<file path="config.mk">
export PLATFORM = sky130hd
export DESIGN_NAME = rom_loader_flat
export DESIGN_NICKNAME = d
export VERILOG_FILES = /design/src/rtl/rom_loader_pkg.sv /design/src/rtl/rom_loader_if.sv /design/src/rtl/rom_loader_assembler.sv /design/src/rtl/rom_loader.sv /design/src/flat_wrapper.sv
export SDC_FILE = /design/constraint.sdc
export NUM_CORES = 1
export LEC_CHECK = 0
export CAP_MARGIN = 0
export CORE_MARGIN = 10
export CORE_UTILIZATION = 43
export DETAILED_ROUTE_END_ITERATION = 16
export SYNTH_ARGS = -nofsm -noshare
export SYNTH_HDL_FRONTEND = slang
export SYNTH_HIERARCHICAL = 1
export SYNTH_SLANG_ARGS = --single-unit
</file>
<file path="constraint.sdc">
create_clock -name CLOCK_i -period 4.38 [get_ports CLOCK_i]
set_input_delay 0.438 -clock CLOCK_i [delete_from_list [all_inputs] [get_ports CLOCK_i]]
set_output_delay 0.438 -clock CLOCK_i [all_outputs]
set_load 0.1 [all_outputs]
</file>
<file path="src/rtl/rom_loader_pkg.sv">
// Shared constants and FSM encoding for the serial ROM loader.
// ST_CHK exists only when ROM_LOADER_CHECKSUM_EN is defined.
package rom_loader_pkg;

  localparam int BYTE_W = 8;

  localparam logic [2:0] ST_IDLE   = 3'd0;
  localparam logic [2:0] ST_LEN_H  = 3'd1;
  localparam logic [2:0] ST_LEN_L  = 3'd2;
  localparam logic [2:0] ST_DATA_H = 3'd3;
  localparam logic [2:0] ST_DATA_L = 3'd4;
  localparam logic [2:0] ST_DONE   = 3'd5;
  localparam logic [2:0] ST_ERROR  = 3'd6;
`ifdef ROM_LOADER_CHECKSUM_EN
  localparam logic [2:0] ST_CHK    = 3'd7;
`endif

  // A session may load between one word and a completely full memory.
  function automatic logic length_ok(input logic [15:0] len, input int rom_bits);
    return (len != 16'd0) && ({16'd0, len} <= (32'd1 << rom_bits));
  endfunction

endpackage

</file>
<file path="src/rtl/rom_loader_if.sv">
// Byte-link and instruction-memory write bus of the ROM loader.
// The loader sits on the slave modport; the byte source uses master.
interface rom_loader_if import rom_loader_pkg::*; #(
  parameter int MSB_DATA = 16,
  parameter int MSB_ROM  = 11,
  parameter int LSB      = 0
) ();

  logic [BYTE_W-1:0]             BYTE_i;
  logic                          BYTE_VALID_i;
  logic                          BYTE_READY_o;
  logic                          WR_im_o;
  logic [LSB+MSB_ROM-1:LSB]      ADDR_im_o;
  logic [LSB+MSB_DATA-1:LSB]     DATA_im_o;

  modport master (
    output BYTE_i, BYTE_VALID_i,
    input  BYTE_READY_o, WR_im_o, ADDR_im_o, DATA_im_o
  );

  modport slave (
    input  BYTE_i, BYTE_VALID_i,
    output BYTE_READY_o, WR_im_o, ADDR_im_o, DATA_im_o
  );

endinterface

</file>
<file path="src/rtl/rom_loader_assembler.sv">
// Joins a high/low byte pair into one instruction word and issues a
// registered single-cycle write strobe with the word's address.
module rom_loader_assembler import rom_loader_pkg::*; #(
  parameter int MSB_DATA = 16,
  parameter int MSB_ROM  = 11,
  parameter int LSB      = 0
) (
  input  logic                      clk,
  input  logic                      rst_n,
  input  logic                      hi_load,
  input  logic                      lo_load,
  input  logic [BYTE_W-1:0]         byte_in,
  input  logic [MSB_ROM-1:0]        word_index,
  output logic                      wr_strobe,
  output logic [LSB+MSB_ROM-1:LSB]  wr_addr,
  output logic [LSB+MSB_DATA-1:LSB] wr_data
);

  logic [BYTE_W-1:0] high_byte;

  // Address and data hold their last written value between strobes.
  always_ff @(posedge clk or negedge rst_n) begin
    if (!rst_n) begin
      high_byte <= '0;
      wr_strobe <= 1'b0;
      wr_addr   <= '0;
      wr_data   <= '0;
    end else begin
      wr_strobe <= lo_load;
      if (hi_load) begin
        high_byte <= byte_in;
      end
      if (lo_load) begin
        wr_addr <= word_index;
        wr_data <= MSB_DATA'({high_byte, byte_in});
      end
    end
  end

endmodule

</file>
<file path="src/rtl/rom_loader.sv">
// Loads a length-prefixed big-endian word stream into instruction memory
// and releases the CPU afterwards. ROM_LOADER_CHECKSUM_EN adds an XOR check byte.
module rom_loader import rom_loader_pkg::*; #(
  parameter int MSB_DATA = 16,
  parameter int MSB_ROM  = 11,
  parameter int LSB      = 0
) (
  input  logic         CLOCK_i,
  input  logic         RESET_i,
  input  logic         START_i,
  rom_loader_if.slave  link,
  output logic         CPU_RUN_o,
  output logic         BUSY_o,
  output logic         ERROR_o
);

  logic [2:0]          state;
  logic [BYTE_W-1:0]   len_high;
  logic [15:0]         len_word;
  logic [MSB_ROM-1:0]  word_index;
  logic [MSB_ROM-1:0]  last_index;
  logic                accept;
  logic                last_word;
  logic                hi_load;
  logic                lo_load;
`ifdef ROM_LOADER_CHECKSUM_EN
  logic [BYTE_W-1:0]   chk_acc;
`endif

`ifdef ROM_LOADER_CHECKSUM_EN
  assign link.BYTE_READY_o = (state == ST_LEN_H) || (state == ST_LEN_L) ||
                             (state == ST_DATA_H) || (state == ST_DATA_L) ||
                             (state == ST_CHK);
`else
  assign link.BYTE_READY_o = (state == ST_LEN_H) || (state == ST_LEN_L) ||
                             (state == ST_DATA_H) || (state == ST_DATA_L);
`endif

  assign accept    = link.BYTE_VALID_i && link.BYTE_READY_o;
  assign len_word  = {len_high, link.BYTE_i};
  assign last_word = (word_index == last_index);
  assign hi_load   = accept && (state == ST_DATA_H);
  assign lo_load   = accept && (state == ST_DATA_L);

  // The run enable drops combinationally so a restart halts the CPU at once.
  assign CPU_RUN_o = (state == ST_DONE) && !START_i;
  assign BUSY_o    = !((state == ST_IDLE) || (state == ST_DONE) || (state == ST_ERROR));

  // The index stops at the last word, so a full load never wraps the address.
  always_ff @(posedge CLOCK_i or negedge RESET_i) begin
    if (!RESET_i) begin
      state      <= ST_IDLE;
      len_high   <= '0;
      word_index <= '0;
      last_index <= '0;
      ERROR_o    <= 1'b0;
`ifdef ROM_LOADER_CHECKSUM_EN
      chk_acc    <= '0;
`endif
    end else begin
      case (state)
        ST_IDLE, ST_DONE, ST_ERROR: begin
          if (START_i) begin
            state      <= ST_LEN_H;
            word_index <= '0;
            ERROR_o    <= 1'b0;
`ifdef ROM_LOADER_CHECKSUM_EN
            chk_acc    <= '0;
`endif
          end
        end
        ST_LEN_H: begin
          if (accept) begin
            len_high <= link.BYTE_i;
            state    <= ST_LEN_L;
          end
        end
        ST_LEN_L: begin
          if (accept) begin
            if (length_ok(len_word, MSB_ROM)) begin
              last_index <= MSB_ROM'(len_word - 16'd1);
              state      <= ST_DATA_H;
            end else begin
              state   <= ST_ERROR;
              ERROR_o <= 1'b1;
            end
          end
        end
        ST_DATA_H: begin
          if (accept) begin
            state <= ST_DATA_L;
`ifdef ROM_LOADER_CHECKSUM_EN
            chk_acc <= chk_acc ^ link.BYTE_i;
`endif
          end
        end
        ST_DATA_L: begin
          if (accept) begin
`ifdef ROM_LOADER_CHECKSUM_EN
            chk_acc <= chk_acc ^ link.BYTE_i;
`endif
            if (last_word) begin
`ifdef ROM_LOADER_CHECKSUM_EN
              state <= ST_CHK;
`else
              state <= ST_DONE;
`endif
            end else begin
              word_index <= word_index + MSB_ROM'(1);
              state      <= ST_DATA_H;
            end
          end
        end
`ifdef ROM_LOADER_CHECKSUM_EN
        ST_CHK: begin
          if (accept) begin
            if (link.BYTE_i == chk_acc) begin
              state <= ST_DONE;
            end else begin
              state   <= ST_ERROR;
              ERROR_o <= 1'b1;
            end
          end
        end
`endif
        default: state <= ST_IDLE;
      endcase
    end
  end

  rom_loader_assembler #(
    .MSB_DATA (MSB_DATA),
    .MSB_ROM  (MSB_ROM),
    .LSB      (LSB)
  ) u_assembler (
    .clk        (CLOCK_i),
    .rst_n      (RESET_i),
    .hi_load    (hi_load),
    .lo_load    (lo_load),
    .byte_in    (link.BYTE_i),
    .word_index (word_index),
    .wr_strobe  (link.WR_im_o),
    .wr_addr    (link.ADDR_im_o),
    .wr_data    (link.DATA_im_o)
  );

endmodule

</file>
<file path="src/flat_wrapper.sv">
// flat-port wrapper written by rule: the top's interface ports become plain ports
module rom_loader_flat import rom_loader_pkg::*;
#(
  parameter int MSB_DATA = 16,
  parameter int MSB_ROM  = 11,
  parameter int LSB      = 0
)
  (CLOCK_i, RESET_i, START_i, CPU_RUN_o, BUSY_o, ERROR_o, link_BYTE_i, link_BYTE_VALID_i, link_BYTE_READY_o, link_WR_im_o, link_ADDR_im_o, link_DATA_im_o);
  rom_loader_if #(.MSB_DATA(MSB_DATA), .MSB_ROM(MSB_ROM), .LSB(LSB)) link_i ();
  input  logic CLOCK_i;
  input  logic RESET_i;
  input  logic START_i;
  output logic CPU_RUN_o;
  output logic BUSY_o;
  output logic ERROR_o;
  input wire logic [$bits(link_i.BYTE_i)-1:0] link_BYTE_i;
  input wire logic [$bits(link_i.BYTE_VALID_i)-1:0] link_BYTE_VALID_i;
  output wire logic [$bits(link_i.BYTE_READY_o)-1:0] link_BYTE_READY_o;
  output wire logic [$bits(link_i.WR_im_o)-1:0] link_WR_im_o;
  output wire logic [$bits(link_i.ADDR_im_o)-1:0] link_ADDR_im_o;
  output wire logic [$bits(link_i.DATA_im_o)-1:0] link_DATA_im_o;
  assign link_i.BYTE_i = link_BYTE_i;
  assign link_i.BYTE_VALID_i = link_BYTE_VALID_i;
  assign link_BYTE_READY_o = link_i.BYTE_READY_o;
  assign link_WR_im_o = link_i.WR_im_o;
  assign link_ADDR_im_o = link_i.ADDR_im_o;
  assign link_DATA_im_o = link_i.DATA_im_o;
  rom_loader #(.MSB_DATA(MSB_DATA), .MSB_ROM(MSB_ROM), .LSB(LSB)) u_core (.CLOCK_i(CLOCK_i), .RESET_i(RESET_i), .START_i(START_i), .link(link_i), .CPU_RUN_o(CPU_RUN_o), .BUSY_o(BUSY_o), .ERROR_o(ERROR_o));
endmodule
</file>
==> results_dict.tcl <==
set metrics [dict create \
    outcome "completed" \
    pin_count 44 \
    p_per_area_nw_per_um2 784 \
    post_cts_buffers 0 \
    crit_path_max_incr_delay_ns 1.16 \
    max_freq_ghz 0.342 \
    cts_root_buf "clkbuf_8" \
    synthTopCellsByCount "dfrtp_1, mux2_2, mux2_4" \
    synthArstFlopShare_pct 100 \
    synth_top_cell_by_area "dfrtp_1" \
    stdcell_count 419 \
    crit_chain "xor2_1 -> a21oi_1 -> clkdlybuf4s50_1" \
    drtPass1Iterations 4 \
    power.leakage_nw 1.89 \
    nets 327 \
    crit_slowest_cell "clkdlybuf4s50_1" \
    cp_num_cells 3 \
    crit_required_ns 3.94 \
    cts_buffers 9 \
    cp_max_fo 14 \
    drt-total-wl_um 6810 \
    coreArea_um2 7730 \
    ctsHoldBuffers 0 \
    die-area_um2 12000 \
    crit_family "buffers and inverters" \
    clock_skew_ns 0.00806 \
    reg2reg_depth 5 \
    drive_above_1_share_pct 25.2 \
    fin_crit_sh_pct 66.7 \
    die_y_um 109 \
    syn2layout_area_growth_pct 20.4 \
    grt_setup_unrepaired "no" \
    maxCapViolations 0 \
    synthDominantCellAreaShare_pct 51.0 \
    yosysSeqAreaShare_pct 51.0 \
    synth.area.top_cells "dfrtp_1, mux2_2, mux2_4" \
    num_antenna_cells 0 \
    hpwlAfterDp_um 4940 \
    ant_nets 0 \
    cp-end-kind "primary output" \
    cts.path.max_buffers 2 \
    yosysWarningCount 6 \
    grt_pass1_vias 2331 \
    yosysMostFrequentCell "dfrtp_1" \
    gp_congestion 0.825 \
    synth-main-ff-cell "dfrtp_1" \
    antenna_found_initial 0 \
    ys_types 49 \
    cp.arrival_ns 2.48 \
    portBuffers 43 \
    hold_class "in2async" \
    worstMarginPinSlew_ns 0.989 \
    htree_levels 3 \
    syn_avg_cell_area_um2 12.9 \
    grt_pass1_wl_um 11500 \
    placedCellCount 403 \
    cts_tree "yes" \
    setup_tns_ns 0 \
    rows 32 \
    grt.overflow.total 0 \
    setup_viol 0 \
    num_vias 2174 \
    first_iter_violations 73 \
    drv_slew 0 \
    synth_area_um2 3430 \
    grt_use_total_pct 12.1 \
    cts.sinks 70 \
    peakVddDrop_mv 0.541 \
    cp-start-kind "register" \
    synth_fp_nets 281 \
    avgViaCountPerCell 5.19 \
    start_util_pct 44.4 \
    synth-edff-count 0 \
    critPathBufInv 1 \
    finalHoldViolCount 0 \
    ys_seq_elements 70 \
    die_w_um 109 \
    clk_pin_slew_ns 0.07 \
    worstSkewPairLatency_ns 0.34 \
    min_period_ns 2.92 \
    grt_start_max_net_pins 40 \
    drc 0 \
    slew_headroom_pct 33.9 \
    worstSetupPathType "reg2out" \
    synthCells 266 \
    wl_per_cell_um 16.2 \
    cts_resized 0 \
]
==> sequential cells by signal, summed over array words and instances, names as in the netlist <==
register                      count
u_core/ERROR_o                    1
u_core/word_index                11
u_core/u_assembler/wr_strobe      1
u_core/state                      3
u_core/u_assembler/wr_addr       11
u_core/last_index                11
u_core/u_assembler/wr_data       16
u_core/u_assembler/high_byte      8
u_core/len_high                   8
==> cells by family after synthesis <==
family                   synth area share [%]
AND/OR/NAND/NOR                          12.3
flip-flops                               51.0
multiplexers                             20.2
AO/OA/AOI/OAI                            6.09
XOR/XNOR                                 5.61
buffers and inverters                    3.65
adder cells (fa/ha/maj)                  1.09
==> worst reg2reg max path: cells and delay by family, from the launching register on <==
kind	cells	cell delay [ns]
muxes	1	0.41
and+or+nand+nor	2	0.49
DFF	1	0.55
buffers and inverters	2	0.83
==> final cells by class <==
class                           count  area [um2]
Clock inverter                      3        65.1
Multi-Input combinational cell    180        1560
Timing Repair Buffer               45         440
Tap cell                          102         128
Fill cell                         668        3600
Sequential cell                    70        1750
Clock buffer                       13         169
Inverter                            6        22.5
==> metal layers <==
layer | global-route usage (%) | wire length (um) | up-vias
li1 | - | - | 1046
met1 | 14.5 | 3070 | 1073
met2 | 19.0 | 3190 | 46
met3 | 5.62 | 451 | 9
met4 | 3.90 | 100 | 0
met5 | 0 | 0 | -
==> metrics by stage <==
stage          utilization, %  instance area [um2]  setup WS (ns)  hold WS [ns]  power (mW)
2_1_floorplan               -                 3430           1.17         0.142        2.32
3_3_place_gp             50.4                 3900           1.66         0.484        2.65
3_5_place_dp             50.4                 3900           1.61         0.494        2.67
4_1_cts                  53.5                 4130           1.45         0.161        3.28
5_1_grt                  53.5                 4130           1.29         0.197        3.41
6_report                 53.5                 4130           1.46         0.150        3.24
==> power by group <==
part           internal, mW  total, mW  switching (mW)
Sequential            0.872       1.06           0.184
Clock                 0.367      0.596           0.229
Combinational         0.523       1.59            1.07
==> cell usage in the layout (no fill, tap or decap), drive strengths merged, types with 4 or more instances in the layout <==
master and count:
clkdlybuf4s50 42, nor4 4, inv 6, nand3 6, o21ai 5, nand2 11, mux2 54, xnor2 6
dfrtp 70, nor3 8, nor2 16, xor2 16, nand2b 6, a31oi 8, and3 8, clkbuf 13
a221o 4
==> worst paths after layout <==
path | start | to | slack (ns)
max in group asynchronous | RESET_i | u_core/len_high[0] | 3.27
hold reg to reg | u_core/u_assembler/wr_data[1] | u_core/u_assembler/wr_data[1] | 0.51
hold / removal | RESET_i | u_core/word_index[1] | 0.15
setup reg to reg | u_core/state[1] | u_core/u_assembler/wr_addr[8] | 2.00
min in group CLOCK_i | u_core/u_assembler/wr_data[1] | u_core/u_assembler/wr_data[1] | 0.51
setup / recovery | u_core/state[1] | BUSY_o | 1.46
Power figures use the tool's default switching activity.
